--- src/rtl/msrh_pkg.sv ---
// Shared sizing and state definitions for the ROB commit-stage controller.
package msrh_pkg;

    localparam int CMT_ENTRY_SIZE = 8;
    localparam int DISP_SIZE      = 4;
    localparam int CMT_BLK_W      = $clog2(CMT_ENTRY_SIZE) + 1;

    typedef enum logic [0:0] {
        RUN   = 1'b0,
        FLUSH = 1'b1
    } rob_ctrl_state_t;

endpackage

--- src/rtl/msrh_rob_ptr.sv ---
// Circular ROB pointer: entry index in the low bits, wrap bit in the MSB.
module msrh_rob_ptr #(
    parameter int ENTRY_SIZE = msrh_pkg::CMT_ENTRY_SIZE
) (
    input  logic                        i_clk,
    input  logic                        i_reset_n,
    input  logic                        i_clear,
    input  logic                        i_inc,
    output logic [$clog2(ENTRY_SIZE):0] o_ptr
);

    localparam int W = $clog2(ENTRY_SIZE) + 1;

    logic [W-1:0] ptr_q;
    logic [W-1:0] ptr_d;

    // Depth is a power of two, so index overflow carries straight into the wrap bit.
    always_comb begin
        ptr_d = ptr_q;
        if (i_clear) begin
            ptr_d = '0;
        end else if (i_inc) begin
            ptr_d = ptr_q + W'(1);
        end
    end

    always_ff @(posedge i_clk or negedge i_reset_n) begin
        if (!i_reset_n) begin
            ptr_q <= '0;
        end else begin
            ptr_q <= ptr_d;
        end
    end

    assign o_ptr = ptr_q;

endmodule

--- src/rtl/msrh_rob_ctrl.sv ---
// ROB controller: allocates one block per dispatch group, retires the head block
// in order once it is all-done, and clears everything on flush.
module msrh_rob_ctrl #(
    parameter int CMT_ENTRY_SIZE = msrh_pkg::CMT_ENTRY_SIZE,
    parameter int DISP_SIZE      = msrh_pkg::DISP_SIZE
) (
    input  logic                                     i_clk,
    input  logic                                     i_reset_n,

    input  logic                                     i_disp_valid,
    output logic                                     o_disp_ready,
    output logic [$clog2(CMT_ENTRY_SIZE):0]          o_disp_cmt_id,
    output logic [CMT_ENTRY_SIZE-1:0]                o_entry_load,

    input  logic [CMT_ENTRY_SIZE-1:0]                i_entry_all_done,
    input  logic [CMT_ENTRY_SIZE-1:0][DISP_SIZE-1:0] i_entry_grp_id,
    output logic [CMT_ENTRY_SIZE-1:0]                o_entry_commit_finish,

    output logic                                     o_commit_valid,
    output logic [$clog2(CMT_ENTRY_SIZE):0]          o_commit_cmt_id,
    output logic [DISP_SIZE-1:0]                     o_commit_grp_id,

    input  logic                                     i_flush_valid,
    output logic                                     o_entry_flush,
    output logic [$clog2(CMT_ENTRY_SIZE):0]          o_rob_count
);

    import msrh_pkg::*;

    localparam int BLK_W = $clog2(CMT_ENTRY_SIZE) + 1;
    localparam int IDX_W = BLK_W - 1;

    rob_ctrl_state_t      state_q;
    rob_ctrl_state_t      state_d;
    logic [BLK_W-1:0]     head;
    logic [BLK_W-1:0]     tail;
    logic [BLK_W-1:0]     count_q;
    logic [BLK_W-1:0]     count_d;
    logic [IDX_W-1:0]     head_idx;
    logic [IDX_W-1:0]     tail_idx;
    logic                 in_run;
    logic                 full;
    logic                 empty;
    logic                 disp_fire;
    logic                 commit_fire;

    logic                 commit_valid_q;
    logic [BLK_W-1:0]     commit_cmt_id_q;
    logic [DISP_SIZE-1:0] commit_grp_id_q;

    assign head_idx = head[IDX_W-1:0];
    assign tail_idx = tail[IDX_W-1:0];
    assign in_run   = (state_q == RUN);
    assign full     = (count_q == BLK_W'(CMT_ENTRY_SIZE));
    assign empty    = (count_q == '0);

    // A flush in the same cycle suppresses both dispatch and commit.
    assign o_disp_ready = ~full & in_run & ~i_flush_valid;
    assign disp_fire    = i_disp_valid & o_disp_ready;
    assign commit_fire  = ~empty & i_entry_all_done[head_idx] & in_run & ~i_flush_valid;

    assign o_disp_cmt_id = tail;
    assign o_entry_flush = i_flush_valid | (state_q == FLUSH);
    assign o_rob_count   = count_q;

    always_comb begin
        o_entry_load          = '0;
        o_entry_commit_finish = '0;
        for (int unsigned i = 0; i < CMT_ENTRY_SIZE; i++) begin
            o_entry_load[i]          = disp_fire   && (tail_idx == IDX_W'(i));
            o_entry_commit_finish[i] = commit_fire && (head_idx == IDX_W'(i));
        end
    end

    msrh_rob_ptr #(.ENTRY_SIZE(CMT_ENTRY_SIZE)) u_tail_ptr (
        .i_clk     (i_clk),
        .i_reset_n (i_reset_n),
        .i_clear   (i_flush_valid),
        .i_inc     (disp_fire),
        .o_ptr     (tail)
    );

    msrh_rob_ptr #(.ENTRY_SIZE(CMT_ENTRY_SIZE)) u_head_ptr (
        .i_clk     (i_clk),
        .i_reset_n (i_reset_n),
        .i_clear   (i_flush_valid),
        .i_inc     (commit_fire),
        .o_ptr     (head)
    );

    // FLUSH lasts one cycle after the last flush request.
    always_comb begin
        state_d = i_flush_valid ? FLUSH : RUN;
        count_d = count_q;
        if (i_flush_valid) begin
            count_d = '0;
        end else if (disp_fire && !commit_fire) begin
            count_d = count_q + BLK_W'(1);
        end else if (commit_fire && !disp_fire) begin
            count_d = count_q - BLK_W'(1);
        end
    end

    always_ff @(posedge i_clk or negedge i_reset_n) begin
        if (!i_reset_n) begin
            state_q         <= RUN;
            count_q         <= '0;
            commit_valid_q  <= 1'b0;
            commit_cmt_id_q <= '0;
            commit_grp_id_q <= '0;
        end else begin
            state_q        <= state_d;
            count_q        <= count_d;
            commit_valid_q <= commit_fire;
            if (commit_fire) begin
                commit_cmt_id_q <= head;
                commit_grp_id_q <= i_entry_grp_id[head_idx];
            end
        end
    end

    assign o_commit_valid  = commit_valid_q;
    assign o_commit_cmt_id = commit_cmt_id_q;
    assign o_commit_grp_id = commit_grp_id_q;

endmodule

--- config.mk ---
export PLATFORM = sky130hd
export DESIGN_NAME = msrh_rob_ctrl
export DESIGN_NICKNAME = d
export VERILOG_FILES = /design/src/rtl/msrh_pkg.sv /design/src/rtl/msrh_rob_ptr.sv /design/src/rtl/msrh_rob_ctrl.sv
export SDC_FILE = /design/constraint.sdc
export NUM_CORES = 1
export LEC_CHECK = 0
export CORE_AREA = 3 3 70 72
export CTS_BUF_LIST = sky130_fd_sc_hd__clkbuf_8
export CTS_CLUSTER_DIAMETER = 200
export DETAILED_ROUTE_END_ITERATION = 10
export DIE_AREA = 0 0 73 75
export GPL_TIMING_DRIVEN = 1
export PLACE_DENSITY = 0.74
export SKIP_CTS_REPAIR_TIMING = 1
export SYNTH_ARGS = -nofsm -noshare
export SYNTH_HDL_FRONTEND = slang
export SYNTH_HIERARCHICAL = 1
export SYNTH_SLANG_ARGS = --single-unit
export TNS_END_PERCENT = 100
--- constraint.sdc ---
create_clock -name i_clk -period 2.9 [get_ports i_clk]
set_input_delay 0.58 -clock i_clk [delete_from_list [all_inputs] [get_ports i_clk]]
set_output_delay 0.58 -clock i_clk [all_outputs]
set_load 0.01 [all_outputs]
* After elaboration in Yosys (flattened, before gate mapping)
Cells that the tools add are included.
Operators by class: muxes and demuxes 12, equal/unequal tests 15, add/sub/neg operators 4, bitwise logic cells 11, reductions and logical operators 26, magnitude comparators 1
Operator list (count):
- 4-bit two-way mux | 8
- 3-bit equality test, second input constant | 8
- 1-bit logical AND | 18
- 4-bit by 1-bit adder with 4-bit output, second input constant | 3
- 4-bit binary-select mux with 3-bit select | 1
- 3-bit by 2-bit equality test with 1-bit output, second input constant | 4
- 1-bit AND | 6
- 3-bit by 1-bit equality test with 1-bit output, second input constant | 2
- 3-bit zero test | 2
- 4-bit equality test, second input constant | 1
- 4-bit zero test | 1
- 3-bit by 4-bit less-than comparator with 1-bit output, second input constant | 1
- 1-bit NOT | 4
- 2-bit nonzero test | 2
- 4-bit by 1-bit subtractor with 4-bit output, second input constant | 1
- 1-bit binary-select mux with 3-bit select | 1
- 3-bit nonzero test | 1
- 1-bit zero test | 2
- 1-bit two-way mux | 2
- 1-bit bitwise OR | 1
Word-level totals: input port bits 44, bits in registers 22, logic and storage cells 76

* Longest topological paths before layout
Gate-level depths: netlist (run 1).
word-level depth 10, gate-level depth with buffers 12, gate-level depth less buffers 11

* Modules after synthesis
Netlist (run 1), hierarchy kept.
By module, submodules not included:
- msrh_rob_ctrl | area each 1149.9 um^2, times used 1, seq. area each 350.3 um^2, cells an instance 114
- msrh_rob_ptr | area each 192.7 um^2, times used 2, seq. area each 100.1 um^2, cells an instance 16

* Worst setup path before layout (run 1)
No wires, ideal clock.
kind input-to-reg, start in i_entry_all_done[3], end reg count_q[3], in the netlist o_rob_count[3], path buffers 1, data arrival time 2.710 ns, path slack 0.119 ns, cell stages on the path 10, data required time 2.829 ns, cells stage by stage mux4_2 -> or2_4 -> nand3_4 -> clkbuf_1 -> nand2_1 -> ha_1 -> a21o_1 -> a21oi_1 -> or4_1 -> nand4_1
On the way: cells in the longest elaborated chain, start to end 9, elaborated cells on any way between the ends 11, those cells by class 4 x mux; 3 x bitwise; 4 x reduce/logical
Ends and longest elaborated chain:
- start, declared | line msrh_rob_ctrl.sv:15 | input logic [CMT_ENTRY_SIZE-1:0] i_entry_all_done,
- 1-bit binary-select mux with 3-bit select (*) | line msrh_rob_ctrl.sv:60 | assign commit_fire = ~empty & i_entry_all_done[head_idx] & in_run & ~i_flush_valid;
- 1-bit two-way mux (implied by the code) (*) | line msrh_rob_ctrl.sv:60
- 1-bit AND (*) (3 in series) | line msrh_rob_ctrl.sv:60
- 1-bit zero test | line msrh_rob_ctrl.sv:97 | end else if (disp_fire && !commit_fire) begin
- 1-bit logical AND | line msrh_rob_ctrl.sv:97
- 4-bit two-way mux | line msrh_rob_ctrl.sv:97
- 4-bit two-way mux | line msrh_rob_ctrl.sv:95 | if (i_flush_valid) begin
- end signal, assigned | line msrh_rob_ctrl.sv:113 | count_q <= count_d;
- end, declared | line msrh_rob_ctrl.sv:37 | logic [BLK_W-1:0] count_q;
Mark *: on every way between the ends. The rest lies on a longest branch, timed or not. The select of a mux whose other input is x is not followed. A chain may end at the register's enable or synchronous reset.

* Worst setup path after layout (run 1)
start in i_entry_all_done[2], end reg count_q[3], in the netlist o_rob_count[3]
Same word-level chain as after synthesis.

==> results of run 1 <==
-- logic make-up (layout without fill, tap and decap cells) --
| logic type | count (synthesis) | in the layout | share of synthesized area |
|---|---|---|---|
| XOR/XNOR | 4 | 4 | 0.0277 |
| multiplexers | 23 | 23 | 0.231 |
| AO/OA/AOI/OAI | 14 | 14 | 0.0603 |
| buffers and inverters | 13 | 107 | 0.0407 |
| adder cells (fa/ha/maj) | 5 | 5 | 0.0456 |
| flip-flops | 22 | 22 | 0.359 |
| AND/OR/NAND/NOR | 65 | 65 | 0.236 |
-- worst min-delay path, cell delays in order (launching register included) --
cell	delay [ns]
dfrtp_1	0.35
nand2_1	0.05
o21ai_0	0.06
-- cell usage after synthesis, drive strengths merged, types with 2 or more instances --
cell / count
a21bo: 2
nor3b: 3
nand3: 2
inv: 7
xnor2: 3
ha: 4
or2: 2
nand4: 4
o21ai: 5
mux2: 3
nand2b: 4
nor4b: 4
clkbuf: 3
mux2i: 11
nor4: 4
nand2: 19
a21oi: 3
nor2b: 3
buf: 3
nor2: 9
mux4: 9
nand3b: 2
nor3: 6
a21o: 2
dfrtp: 22
-- worst max-delay path by stage --
stage | startpoint | to | slack (ns) | depth (start not counted)
2_1_floorplan | i_entry_all_done[3] | o_rob_count[3] | 0.12 | 10
3_3_place_gp | i_flush_valid | o_entry_commit_finish[2] | -0.28 | 7
3_5_place_dp | i_flush_valid | o_entry_commit_finish[2] | -0.30 | 7
4_1_cts | i_flush_valid | o_entry_commit_finish[2] | -0.31 | 7
5_1_grt | i_entry_all_done[2] | o_rob_count[3] | 0.01 | 11
6_report | i_entry_all_done[2] | o_rob_count[3] | 0.13 | 11
-- final cells by class --
| type | instances | area [um2] |
|---|---|---|
| clock buffer | 4 | 55.1 |
| fill | 378 | 1750 |
| inverter | 7 | 28.8 |
| multi-input combinational | 111 | 948 |
| sequential | 22 | 551 |
| tap | 52 | 65.1 |
| timing repair buffer | 96 | 960 |
-- flip-flops by register name, indices dropped and copies added (netlist names) --
name              count
u_tail_ptr/o_ptr      4
o_rob_count           4
u_head_ptr/o_ptr      4
o_commit_grp_id       4
state_q               1
o_commit_valid        1
o_commit_cmt_id       4
-- power by group through the flow --
stage	clock network, mW	logic [mW]	registers [mW]
floorplan	0	0.282	0.456
global placement	0	0.592	0.441
detailed placement	0	0.612	0.441
CTS	0.226	0.613	0.436
global route	0.242	0.672	0.447
finish	0.222	0.614	0.435
-- through the flow --
step | area [um2] | worst slack [ns] | power (mW)
after floorplan | 1540 | 0.119 | 0.737
after global placement | 2480 | -0.284 | 1.03
after detailed placement | 2480 | -0.303 | 1.05
after CTS | 2540 | -0.315 | 1.27
after global routing | 2610 | 0.0108 | 1.36
final | 2610 | 0.129 | 1.27
-- metal layers --
layer	wire [um]	share of wire
met1	1880	0.44
met2	2130	0.49
met3	299	0.069
met4	6	0.0014
met5	0	0
==> summary.txt, run 1 <==
FF-to-FF Start - u_head_ptr/o_ptr[0]
P_int - 845 uW
area leader, netlist - dfrtp_1
WHS Endpoint - o_commit_grp_id[1]
f_max - 0.361 GHz
Leakage - 1.34 nW
Synth cell types - 39
Slew HR - 0.782
endpoints failing setup - 0
later-pin clock latency in the skew report - 0.26 ns
GR Util met1 - 0.209
dpl hpwl - 3480 um
DRC - 0
CP required - 3.10 ns
drt total wl - 4320 um
Placed Instances - 288
sw frac - 0.335
first-pass GRT wire length - 6700 um
Post-synth top flop - dfrtp_1
status - finished, final reports clean
WHS Path Cells - 2
Initial Utilization - 0.353
share of cells above drive strength 1 - 0.196
WP data arrival - 2.97 ns
Buf/Inv on CP - 2
Psw - 426 uW
CP max stage delay - 0.46 ns
Worst IR Drop VDD - 0.281 mV
CTS buffer count - 3
Hold Slack - 0.484 ns
number of flops mapped to enable cells by yosys - 0
crit path cell chain - clkdlybuf4s50_1 > mux4_2 > or2_4 > nand3_4 > buf_6 > nand2_2 > ha_1 > a21o_1 > a21oi_1 > or4_1 > nand4_1
site row count - 24
Util after Layout - 0.599
Slowest cell on crit path - mux4_2
iteration count of the initial detailed-routing pass - 4
DR vias/cell - 5.10
detailed-route via count - 1488
clk root buf - clkbuf_8
I/O pins - 79
IO buf count - 78
WL per Instance - 14.8 um
Detail Route Antenna Nets - 0
power share of the combinational group - 0.483
clock group share of total power - 0.174
Reg clk slew, reported paths - 0.08 ns
GR met3 Demand/Resource - 0.0441
RSZ-0062 raised after global routing - no
CP Class - in -> reg
number of diodes - 0
Worst Path Max Fanout - 5
vias in the first global route - 1399
Yosys reg bits - 22
GRT Total Usage - 0.157
Die ar. - 5480 um2
Reg power frac - 0.342
Synth area leaders - dfrtp_1 36%, mux4_2 13%, mux2i_1 7.2%, nand2_1 4.6%, ha_1 3.3%
crit end category - flip-flop
Max Slew Vio Count - 0
maxcap violations - 0
CTS sink cnt - 22
CTS tree - built
reg2reg path depth - 10
aggregate negative setup slack - 0 ns
core footprint - 4350 um2
Die Span X - 73 um
synthesized area - 1540 um2
Mapped Avg Cell Area - 10.5 um2
period utilization - 0.956
post-synth top area share - 0.359
FF-to-FF setup slack - 0.32 ns
drt first-iter violations - 55
largest net degree at the start of global routing - 23
reg2reg end - o_rob_count[3]
Worst Tran Pin Value - 0.322 ns
crit path time final - 2.77 ns
met2 Resource Use GR - 0.267
Finished Layout Cells - 292
commonest non-fill, non-tap cell in the layout - clkdlybuf4s50_1
critical path launch point type - primary input
asr flop ratio synth - 1.00
Overflow after GRT - 0
Largest delay share family, worst path - simple AND/OR/NAND/NOR gates
Synth Net Count - 195
Area Growth Syn to Fin - 69.8%
fin nets - 290
hold_sp - o_commit_grp_id[1]
Max clock buf depth - 2
most frequent cells in the layout - 62 x clkdlybuf4s50_1, 22 x dfrtp_1, 17 x nand2_1, 17 x buf_4, 16 x dlymetal6s2s_1
PwrDens - 487 nW/um2
GR peak layer - met2
endpoints failing hold - 0
H-tree depth - 1
clk_skew - 0.00379 ns
Cells after Synth - 146
initial antenna violation count - 0
Seq/Total Area, Yosys - 0.359
Min-Delay Path Class - reg -> reg
Ys Warns - 6
routability congestion estimate - 0.759
die height - 75 um
(Power assumes the default switching activity.)
==> run 2: changes to the inputs <==
SLEW_MARGIN = 20   (was unset)
==> results of run 2 <==
No change in the layout: final DEF, timing and power equal those of run 1.
